--- src/rtl/vita49_pack_if.sv ---
// AXI4-Stream bundle used on both sides of the VITA49 packer.
interface vita49_pack_if;
    logic [31:0] TDATA;
    logic        TVALID;
    logic        TLAST;
    logic        TREADY;

    modport master (output TDATA, output TVALID, output TLAST, input TREADY);
    modport slave  (input TDATA, input TVALID, input TLAST, output TREADY);
endinterface

--- src/rtl/vita49_pack.sv ---
// VITA49 packer: wraps a raw sample stream into IF-data packets carrying a
// stream ID, integer-seconds and fractional timestamps, N payload words each.
// A passthrough mode bypasses the framer entirely.
module vita49_pack #(
    parameter logic [3:0] PKT_TYPE = 4'h1
) (
    input  logic                AXIS_ACLK,
    input  logic                AXIS_ARESETN,
    vita49_pack_if.slave        s_axis,
    vita49_pack_if.master       m_axis,
    input  logic [31:0]         ctrl,
    input  logic [31:0]         streamID,
    input  logic [15:0]         pkt_payload_words,
    input  logic [31:0]         words_to_pack,
    input  logic [31:0]         timestamp_sec,
    input  logic [63:0]         timestamp_fsec,
    output logic [31:0]         status
);

    typedef enum logic [3:0] {
        IDLE, HDR, SID, TSI, TSF0, TSF1, PAYLOAD, ERROR, DONE
    } state_t;

    state_t      state, state_nxt;
    logic [1:0]  rst_sync;
    logic        rst_n;
    logic [15:0] n_lat;
    logic [15:0] payload_cnt;
    logic [31:0] word_cnt;
    logic [3:0]  pkt_cnt;
    logic        done;
    logic        cfg_err;
    logic [31:0] ts_sec;
    logic [63:0] ts_fsec;

    logic [31:0] m_tdata;
    logic        m_tvalid, m_tlast, s_tready;
    logic        m_fire;

    wire start    = ctrl[0];
    wire rcmd     = ctrl[1];
    wire pt       = ctrl[2];
    wire cfg_bad  = (pkt_payload_words == 16'd0) || (pkt_payload_words > 16'hFFFA);
    wire last_pl  = (payload_cnt == n_lat - 16'd1);
    wire stop_run = (words_to_pack != 32'd0) &&
                    (({1'b0, word_cnt} + 33'd1) >= {1'b0, words_to_pack});
    wire busy     = (state == HDR) || (state == SID) || (state == TSI) ||
                    (state == TSF0) || (state == TSF1) || (state == PAYLOAD);

    logic [15:0] hdr_len;
    logic [31:0] hdr_word;
    assign hdr_len  = n_lat + 16'd5;
    assign hdr_word = {PKT_TYPE, 1'b0, 1'b0, 2'b00, 2'b01, 2'b01, pkt_cnt, hdr_len};

    logic unused_ctrl;
    assign unused_ctrl = ^ctrl[31:3];

    // Reset asserts asynchronously, releases two clocks later on AXIS_ACLK.
    always_ff @(posedge AXIS_ACLK or negedge AXIS_ARESETN) begin
        if (!AXIS_ARESETN) rst_sync <= 2'b00;
        else               rst_sync <= {rst_sync[0], 1'b1};
    end
    assign rst_n = rst_sync[1];

    // Output datapath: word mux per state; reset_cmd idles the bus, passthrough wires S to M.
    always_comb begin
        m_tdata  = 32'h0;
        m_tvalid = 1'b0;
        m_tlast  = 1'b0;
        s_tready = 1'b0;
        case (state)
            HDR:     begin m_tdata = hdr_word;              m_tvalid = s_axis.TVALID; end
            SID:     begin m_tdata = streamID;              m_tvalid = 1'b1; end
            TSI:     begin m_tdata = ts_sec;                m_tvalid = 1'b1; end
            TSF0:    begin m_tdata = ts_fsec[63:32];        m_tvalid = 1'b1; end
            TSF1:    begin m_tdata = ts_fsec[31:0];         m_tvalid = 1'b1; end
            PAYLOAD: begin
                m_tdata  = s_axis.TDATA;
                m_tvalid = s_axis.TVALID;
                m_tlast  = last_pl;
                s_tready = m_axis.TREADY;
            end
            default: ;
        endcase
        // An abandoned packet must not move a word in the cycle it is dropped.
        if (rcmd) begin
            m_tvalid = 1'b0;
            m_tlast  = 1'b0;
            s_tready = 1'b0;
        end
        if (pt) begin
            m_tdata  = s_axis.TDATA;
            m_tvalid = s_axis.TVALID;
            m_tlast  = s_axis.TLAST;
            s_tready = m_axis.TREADY;
        end
    end

    assign m_axis.TDATA  = m_tdata;
    assign m_axis.TVALID = m_tvalid;
    assign m_axis.TLAST  = m_tlast;
    assign s_axis.TREADY = s_tready;

    // Framer only advances on its own transfers, never on passthrough traffic.
    assign m_fire = m_tvalid & m_axis.TREADY & ~pt;

    // Next-state: one header word per transfer, then N payload words.
    always_comb begin
        state_nxt = state;
        case (state)
            IDLE:    if (start) state_nxt = cfg_bad ? ERROR : HDR;
            HDR:     if (m_fire) state_nxt = SID;
            SID:     if (m_fire) state_nxt = TSI;
            TSI:     if (m_fire) state_nxt = TSF0;
            TSF0:    if (m_fire) state_nxt = TSF1;
            TSF1:    if (m_fire) state_nxt = PAYLOAD;
            PAYLOAD: if (m_fire && last_pl) state_nxt = stop_run ? DONE : HDR;
            ERROR:   state_nxt = ERROR;
            DONE:    state_nxt = DONE;
            default: state_nxt = IDLE;
        endcase
        if (pt)   state_nxt = state;
        if (rcmd) state_nxt = IDLE;
    end

    // State register.
    always_ff @(posedge AXIS_ACLK or negedge rst_n) begin
        if (!rst_n) state <= IDLE;
        else        state <= state_nxt;
    end

    // Counters, flags and timestamp capture.
    always_ff @(posedge AXIS_ACLK or negedge rst_n) begin
        if (!rst_n) begin
            n_lat       <= 16'd0;
            payload_cnt <= 16'd0;
            word_cnt    <= 32'd0;
            pkt_cnt     <= 4'd0;
            done        <= 1'b0;
            cfg_err     <= 1'b0;
            ts_sec      <= 32'd0;
            ts_fsec     <= 64'd0;
        end else if (rcmd) begin
            payload_cnt <= 16'd0;
            word_cnt    <= 32'd0;
            pkt_cnt     <= 4'd0;
            done        <= 1'b0;
            cfg_err     <= 1'b0;
        end else if (!pt) begin
            case (state)
                IDLE: begin
                    payload_cnt <= 16'd0;
                    word_cnt    <= 32'd0;
                    pkt_cnt     <= 4'd0;
                    done        <= 1'b0;
                    cfg_err     <= 1'b0;
                    if (start) begin
                        n_lat   <= pkt_payload_words;
                        cfg_err <= cfg_bad;
                    end
                end
                HDR: if (m_fire) begin
                    ts_sec  <= timestamp_sec;
                    ts_fsec <= timestamp_fsec;
                end
                PAYLOAD: if (m_fire) begin
                    word_cnt <= word_cnt + 32'd1;
                    if (last_pl) begin
                        payload_cnt <= 16'd0;
                        pkt_cnt     <= pkt_cnt + 4'd1;
                        if (stop_run) done <= 1'b1;
                    end else begin
                        payload_cnt <= payload_cnt + 16'd1;
                    end
                end
                default: ;
            endcase
        end
    end

    assign status = {16'h0, pkt_cnt, 8'h0, busy, cfg_err, 1'b0, done};

endmodule
--- src/flat_wrapper.sv ---
// flat-port wrapper written by rule: the top's interface ports become plain ports
module vita49_pack_flat 
#(
    parameter logic [3:0] PKT_TYPE = 4'h1
)
  (AXIS_ACLK, AXIS_ARESETN, ctrl, streamID, pkt_payload_words, words_to_pack, timestamp_sec, timestamp_fsec, status, s_axis_TDATA, s_axis_TVALID, s_axis_TLAST, s_axis_TREADY, m_axis_TDATA, m_axis_TVALID, m_axis_TLAST, m_axis_TREADY);
  vita49_pack_if s_axis_i ();
  vita49_pack_if m_axis_i ();
  input  logic AXIS_ACLK;
  input  logic AXIS_ARESETN;
  input  logic [31:0] ctrl;
  input  logic [31:0] streamID;
  input  logic [15:0] pkt_payload_words;
  input  logic [31:0] words_to_pack;
  input  logic [31:0] timestamp_sec;
  input  logic [63:0] timestamp_fsec;
  output logic [31:0] status;
  input wire logic [$bits(s_axis_i.TDATA)-1:0] s_axis_TDATA;
  input wire logic [$bits(s_axis_i.TVALID)-1:0] s_axis_TVALID;
  input wire logic [$bits(s_axis_i.TLAST)-1:0] s_axis_TLAST;
  output wire logic [$bits(s_axis_i.TREADY)-1:0] s_axis_TREADY;
  output wire logic [$bits(m_axis_i.TDATA)-1:0] m_axis_TDATA;
  output wire logic [$bits(m_axis_i.TVALID)-1:0] m_axis_TVALID;
  output wire logic [$bits(m_axis_i.TLAST)-1:0] m_axis_TLAST;
  input wire logic [$bits(m_axis_i.TREADY)-1:0] m_axis_TREADY;
  assign s_axis_i.TDATA = s_axis_TDATA;
  assign s_axis_i.TVALID = s_axis_TVALID;
  assign s_axis_i.TLAST = s_axis_TLAST;
  assign s_axis_TREADY = s_axis_i.TREADY;
  assign m_axis_TDATA = m_axis_i.TDATA;
  assign m_axis_TVALID = m_axis_i.TVALID;
  assign m_axis_TLAST = m_axis_i.TLAST;
  assign m_axis_i.TREADY = m_axis_TREADY;
  vita49_pack #(.PKT_TYPE(PKT_TYPE)) u_core (.AXIS_ACLK(AXIS_ACLK), .AXIS_ARESETN(AXIS_ARESETN), .s_axis(s_axis_i), .m_axis(m_axis_i), .ctrl(ctrl), .streamID(streamID), .pkt_payload_words(pkt_payload_words), .words_to_pack(words_to_pack), .timestamp_sec(timestamp_sec), .timestamp_fsec(timestamp_fsec), .status(status));
endmodule
--- config.mk ---
export PLATFORM = sky130hd
export DESIGN_NAME = vita49_pack_flat
export DESIGN_NICKNAME = d
export VERILOG_FILES = /design/src/rtl/vita49_pack_if.sv /design/src/rtl/vita49_pack.sv /design/src/flat_wrapper.sv
export SDC_FILE = /design/constraint.sdc
export NUM_CORES = 1
export LEC_CHECK = 0
export ABC_AREA = 1
export BUFFER_PORTS_ARGS = -buffer_cell sky130_fd_sc_hd__buf_2
export CAP_MARGIN = 5
export CORE_ASPECT_RATIO = 2
export CORE_MARGIN = 2
export CORE_UTILIZATION = 35
export CTS_CLUSTER_SIZE = 14
export DETAILED_ROUTE_END_ITERATION = 7
export GPL_TIMING_DRIVEN = 0
export PLACE_DENSITY = 0.57
export SYNTH_ARGS = -nofsm -noshare
export SYNTH_HDL_FRONTEND = slang
export SYNTH_SLANG_ARGS = --single-unit
--- constraint.sdc ---
create_clock -name AXIS_ACLK -period 14.86 [get_ports AXIS_ACLK]
set_input_delay 1.486 -clock AXIS_ACLK [delete_from_list [all_inputs] [get_ports AXIS_ACLK]]
set_output_delay 1.486 -clock AXIS_ACLK [all_outputs]
set_load 0.01 [all_outputs]
Yosys cells after proc, flatten, opt, wreduce, memory -nomap -nowiden
Cells that the tools add are included.
- bitwise gates (word level): 4
- $add $sub $neg: 6
- divide/modulo/power cells: 0
- shifts and indexed selects: 0
- order comparisons: 2
- muxes and demuxes: 47
- equal/unequal tests: 20
- reductions and logical operators: 22
- multipliers: 0
- operator list (operator ; count):
    $pmux 32 s6 ; 1
    $mux 32 ; 4
    $mux 16 ; 4
    $pmux 32 s2 ; 1
    $mux 4 ; 14
    $pmux 4 s9 ; 1
    $add 32x1->33 const B ; 1
    $ge 33x32->1 ; 1
    $add 32x1->32 const B ; 1
    $pmux 16 s2 ; 1
    $reduce_bool 32->1 ; 1
    $ne 3x2->1 const B ; 8
    $mux 1 ; 17
    $add 16x1->16 const B ; 1
    $add 16x3->16 const B ; 1
    $eq 16x16->1 ; 1
    $eq 4x3->1 const B ; 4
    $gt 16x16->1 const B ; 1
    $logic_not 16->1 ; 1
    $sub 16x1->16 const B ; 1
    $reduce_and 4->1 ; 3
    $eq 4x2->1 const B ; 2
    $pmux 4 s2 ; 1
    $reduce_and 8->1 ; 1
    other kinds (19) ; 29
- bits in latches: 0
- bits in registers: 172
- output and inout bits: 67
- memories kept: 0
- memory bits (writable): 0
- word-level logic and storage cells: 111
- memory bits (read-only): 0

Logic depth before layout (Yosys ltp)
- depth in word-level cells: 12
- depth in mapped cells: 27
- gate-level depth less buffers: 27

Worst setup path after synthesis
Ideal clock, no wire load.
- path kind: in2out
- start: input port ctrl[2]
- end: output port m_axis_TDATA[10]
- stages on the path: 4
- path buffers: 2
- slack: 11.053 ns
- data required time: 13.374 ns
- arrival time: 2.321 ns
- cells stage by stage: clkbuf_1 > inv_1 > clkbuf_1 > o21ai_0
- longest elaborated chain between the ends: 1
- ends and longest elaborated chain (what ; line ; text):
    start, declared ; flat_wrapper.sv:11 ; input logic [31:0] ctrl;
    $mux 32 ; vita49_pack.sv:91 ; if (pt) begin
    end, declared ; flat_wrapper.sv:22 ; output wire logic [$bits(m_axis_i.TDATA)-1:0] m_axis_TDATA;
Every way passes these cells.

Final worst setup path
- start: register u_core.state[2]
- end: output port m_axis_TDATA[15]
- longest elaborated chain between the ends: 3
- elaborated cells between the ends (all ways): 8
- those cells by class: eq/ne: 6; mux: 2
- ends and longest elaborated chain (what ; line ; text):
    start, declared ; vita49_pack.sv:24 ; state_t state, state_nxt;
    start signal, assigned ; vita49_pack.sv:129 ; else state <= state_nxt;
    $eq 4x3->1 (tied with other cells) ; vita49_pack.sv:71 ; case (state)
    $pmux 32 s6 * ; vita49_pack.sv:71 ;
    $mux 32 * ; vita49_pack.sv:91 ;
Every way passes the cells marked *; elsewhere a longest branch is shown, timed or not.

==> reports/results.tsv <==
metric	value	unit
post-synthesis sequential area ratio	38.5	%
f_max	199	MHz
Tmin final	5.02	ns
Met1 Wirelength	12.9	mm
Routed Antenna Nets	0	
Worst Max-Slew Pin Slew	1.13	ns
met2 wire length	22.4	mm
Max clock buf depth	2	
Initial Utilization	35.5	%
mapped cell area	11200	sq um
synthesized area per cell	7.90	sq um
hold_buf cts	0	
CTS Buf Count	17	
share of Yosys cell area claimed by the top area cell type	38.5	%
IO Pins	312	
setup ws final	9.84	ns
max-slew violation count	0	
TritonRoute pass-1 iters	7	
worst-skew pair later-pin latency	0.46	ns
clock sinks	172	
global-route wire length before repair	61.1	mm
die width	130	um
largest net degree at the start of global routing	68	
Max VDD drop	0.0879	mV
Placement Rows	92	
Place WS	10.09	ns
H-tree levels	4	
Worst EP required	13.37	ns
final worst-path cycle share	33.8	%
cells after synthesis	1416	
die area	33500	sq um
layout cells sized above 1	22.1	%
Lkg Pwr	7.19	nW
Synth Register Bits	172	
run status	completed	
total power	1.65	mW
max-cap violations	0	
top sig layer	met5	
root buffer cell	clkbuf_16	
CTS tree	built	
Final Routed Wirelength	39.7	mm
CP max FO	10	
Die H	257	um
via count	10800	
top_reg_cell synth	dfrtp_1	
diode count	0	
Ys Warns	0	
unrepaired setup endpoints after global routing	no	
cts repair resizes	0	
WHS	0.368	ns
area leader, netlist	dfrtp_1	
Area growth syn-to-layout	23.1	%
# Post-CTS Setup Buffers	0	
Startpoint Class	register	
clk slew on worst S/H paths	0.08	ns
Fin. Hold Viols	0	
I/O Buffers	257	
number of distinct library cells after synthesis	51	
vias per inst	5.01	
Arrival @ worst endpoint	3.54	ns
HPWL Detailed	32.6	mm
drc violations	0	
Met3 Routed Length	2.01	mm
synth top area cells	dfrtp_1 38%, nand2_1 12%, mux2_1 6.8%	
GRT Util Overall	24.3	%
gr ovfl total	0	
antenna violations before repair	3	
WL/cell	18.4	um
Worst Hold Class	reg2reg	
PD cells	120	nW/um^2
GPL Wtd Cong	0.955	
Post-Route Skew	0.0161	ns
Final nets	2000	
slew margin rel.	23.7	%
Setup Viol. Count Final	0	
final setup TNS	0	ns
asr flop ratio synth	100	%
First DRT Iteration DRCs	457	
vias in the first global route	11300	
area of the core	31500	sq um
number of synthesized flops with an enable pin	0	
critical path capture point type	output port	
Setup CP Type	reg2out	
[cell usage in the layout (no fill, tap or decap), types with 44 or more instances in the layout]
cell     Yosys  final
nand2_1    343    343
buf_2       11    268
dfrtp_1    172    171
inv_1      169    169
nor2_1     110    110
o21ai_0     93     93
mux2_1      68     68
nand3_1     54     54
xor2_1      50     50
nand4_1     44     44
[where the power goes]
part | total, mW | internal, mW | switching (mW)
clock network | 0.473 | 0.235 | 0.237
registers | 0.632 | 0.561 | 0.0711
logic | 0.543 | 0.208 | 0.334
[path summary, 6_finish.rpt]
path / from / endpoint / slack [ns] / cells after the start
setup reg to reg: u_core.word_cnt[0] / u_core.done / 10.90 / 22
max in group asynchronous: u_core.rst_sync[1] / u_core.word_cnt[24] / 13.64 / 1
min in group asynchronous: u_core.rst_sync[1] / u_core.ts_fsec[4] / 0.41 / 0
hold / removal: u_core.rst_sync[0] / u_core.rst_sync[1] / 0.37 / 0
setup / recovery: u_core.state[2] / m_axis_TDATA[15] / 9.84 / 11
hold reg to reg: u_core.rst_sync[0] / u_core.rst_sync[1] / 0.37 / 0
[through the flow]
stage / util (%) / std cells / cell area, sq um
after floorplan: - / 1440 / 11300
after global placement: 41.5 / 2120 / 13100
after detailed placement: 41.7 / 2122 / 13200
after CTS: 43.7 / 2154 / 13800
after global routing: 43.7 / 2154 / 13800
final: 43.7 / 2154 / 13800
[synthesized netlist by cell type, types with 10 or more instances]
master	number
nand2_1	343
dfrtp_1	172
inv_1	169
nor2_1	110
o21ai_0	93
mux2_1	68
nand3_1	54
xor2_1	50
nand4_1	44
a21oi_1	39
ha_1	37
buf_4	30
clkbuf_1	27
mux2_2	23
nor3_1	21
a221oi_1	16
o22ai_1	15
nor4_1	13
buf_2	11
o21ai_1	10
[registers in the layout, summed over array words and instances, names as in the netlist]
signal              count
u_core.cfg_err          1
u_core.state            4
u_core.pkt_cnt          4
u_core.payload_cnt     16
u_core.done             1
u_core.ts_fsec         64
u_core.n_lat           16
u_core.word_cnt        32
u_core.rst_sync         2
u_core.ts_sec          32
[final cells by class]
type	instances	area [sq um]
Fill cell	3313	17800
Multi-Input combinational cell	1015	5850
Sequential cell	172	4310
Timing Repair Buffer	259	1340
Inverter	176	661
Tap cell	423	529
Buffer	77	468
Clock buffer	18	439
Clock inverter	14	183
[kinds of logic (layout without fill, tap and decap cells)]
kind of cell,count (synthesis),after routing,share of synthesized area [%]
AO/OA/AOI/OAI,198,198,10.2
XOR/XNOR,58,58,4.54
adder cells (fa/ha/maj),37,37,4.14
buffers and inverters,253,544,10.1
flip-flops,172,172,38.5
multiplexers,91,91,9.15
other,2,26,0.0671
AND/OR/NAND/NOR,605,605,23.3
[per-layer routing]
metal,vias up,track usage (%)
met5,-,0
met4,4,13.4
met3,111,5.24
met2,343,47.2
met1,5085,22.5
li1,5240,-
[critical path: stages, from the launching register on]
cell       delay (ns)
dfrtp_1          0.44
inv_2            0.05
nor2_2           0.15
nand2_1          0.12
nor2_1           0.45
clkbuf_1         0.60
clkbuf_1         0.61
nand2_1          0.13
o2111ai_1        0.11
o21ai_0          0.11
nand2_1          0.14
buf_2            0.14
Note: power is estimated with default switching activity, not from simulation.
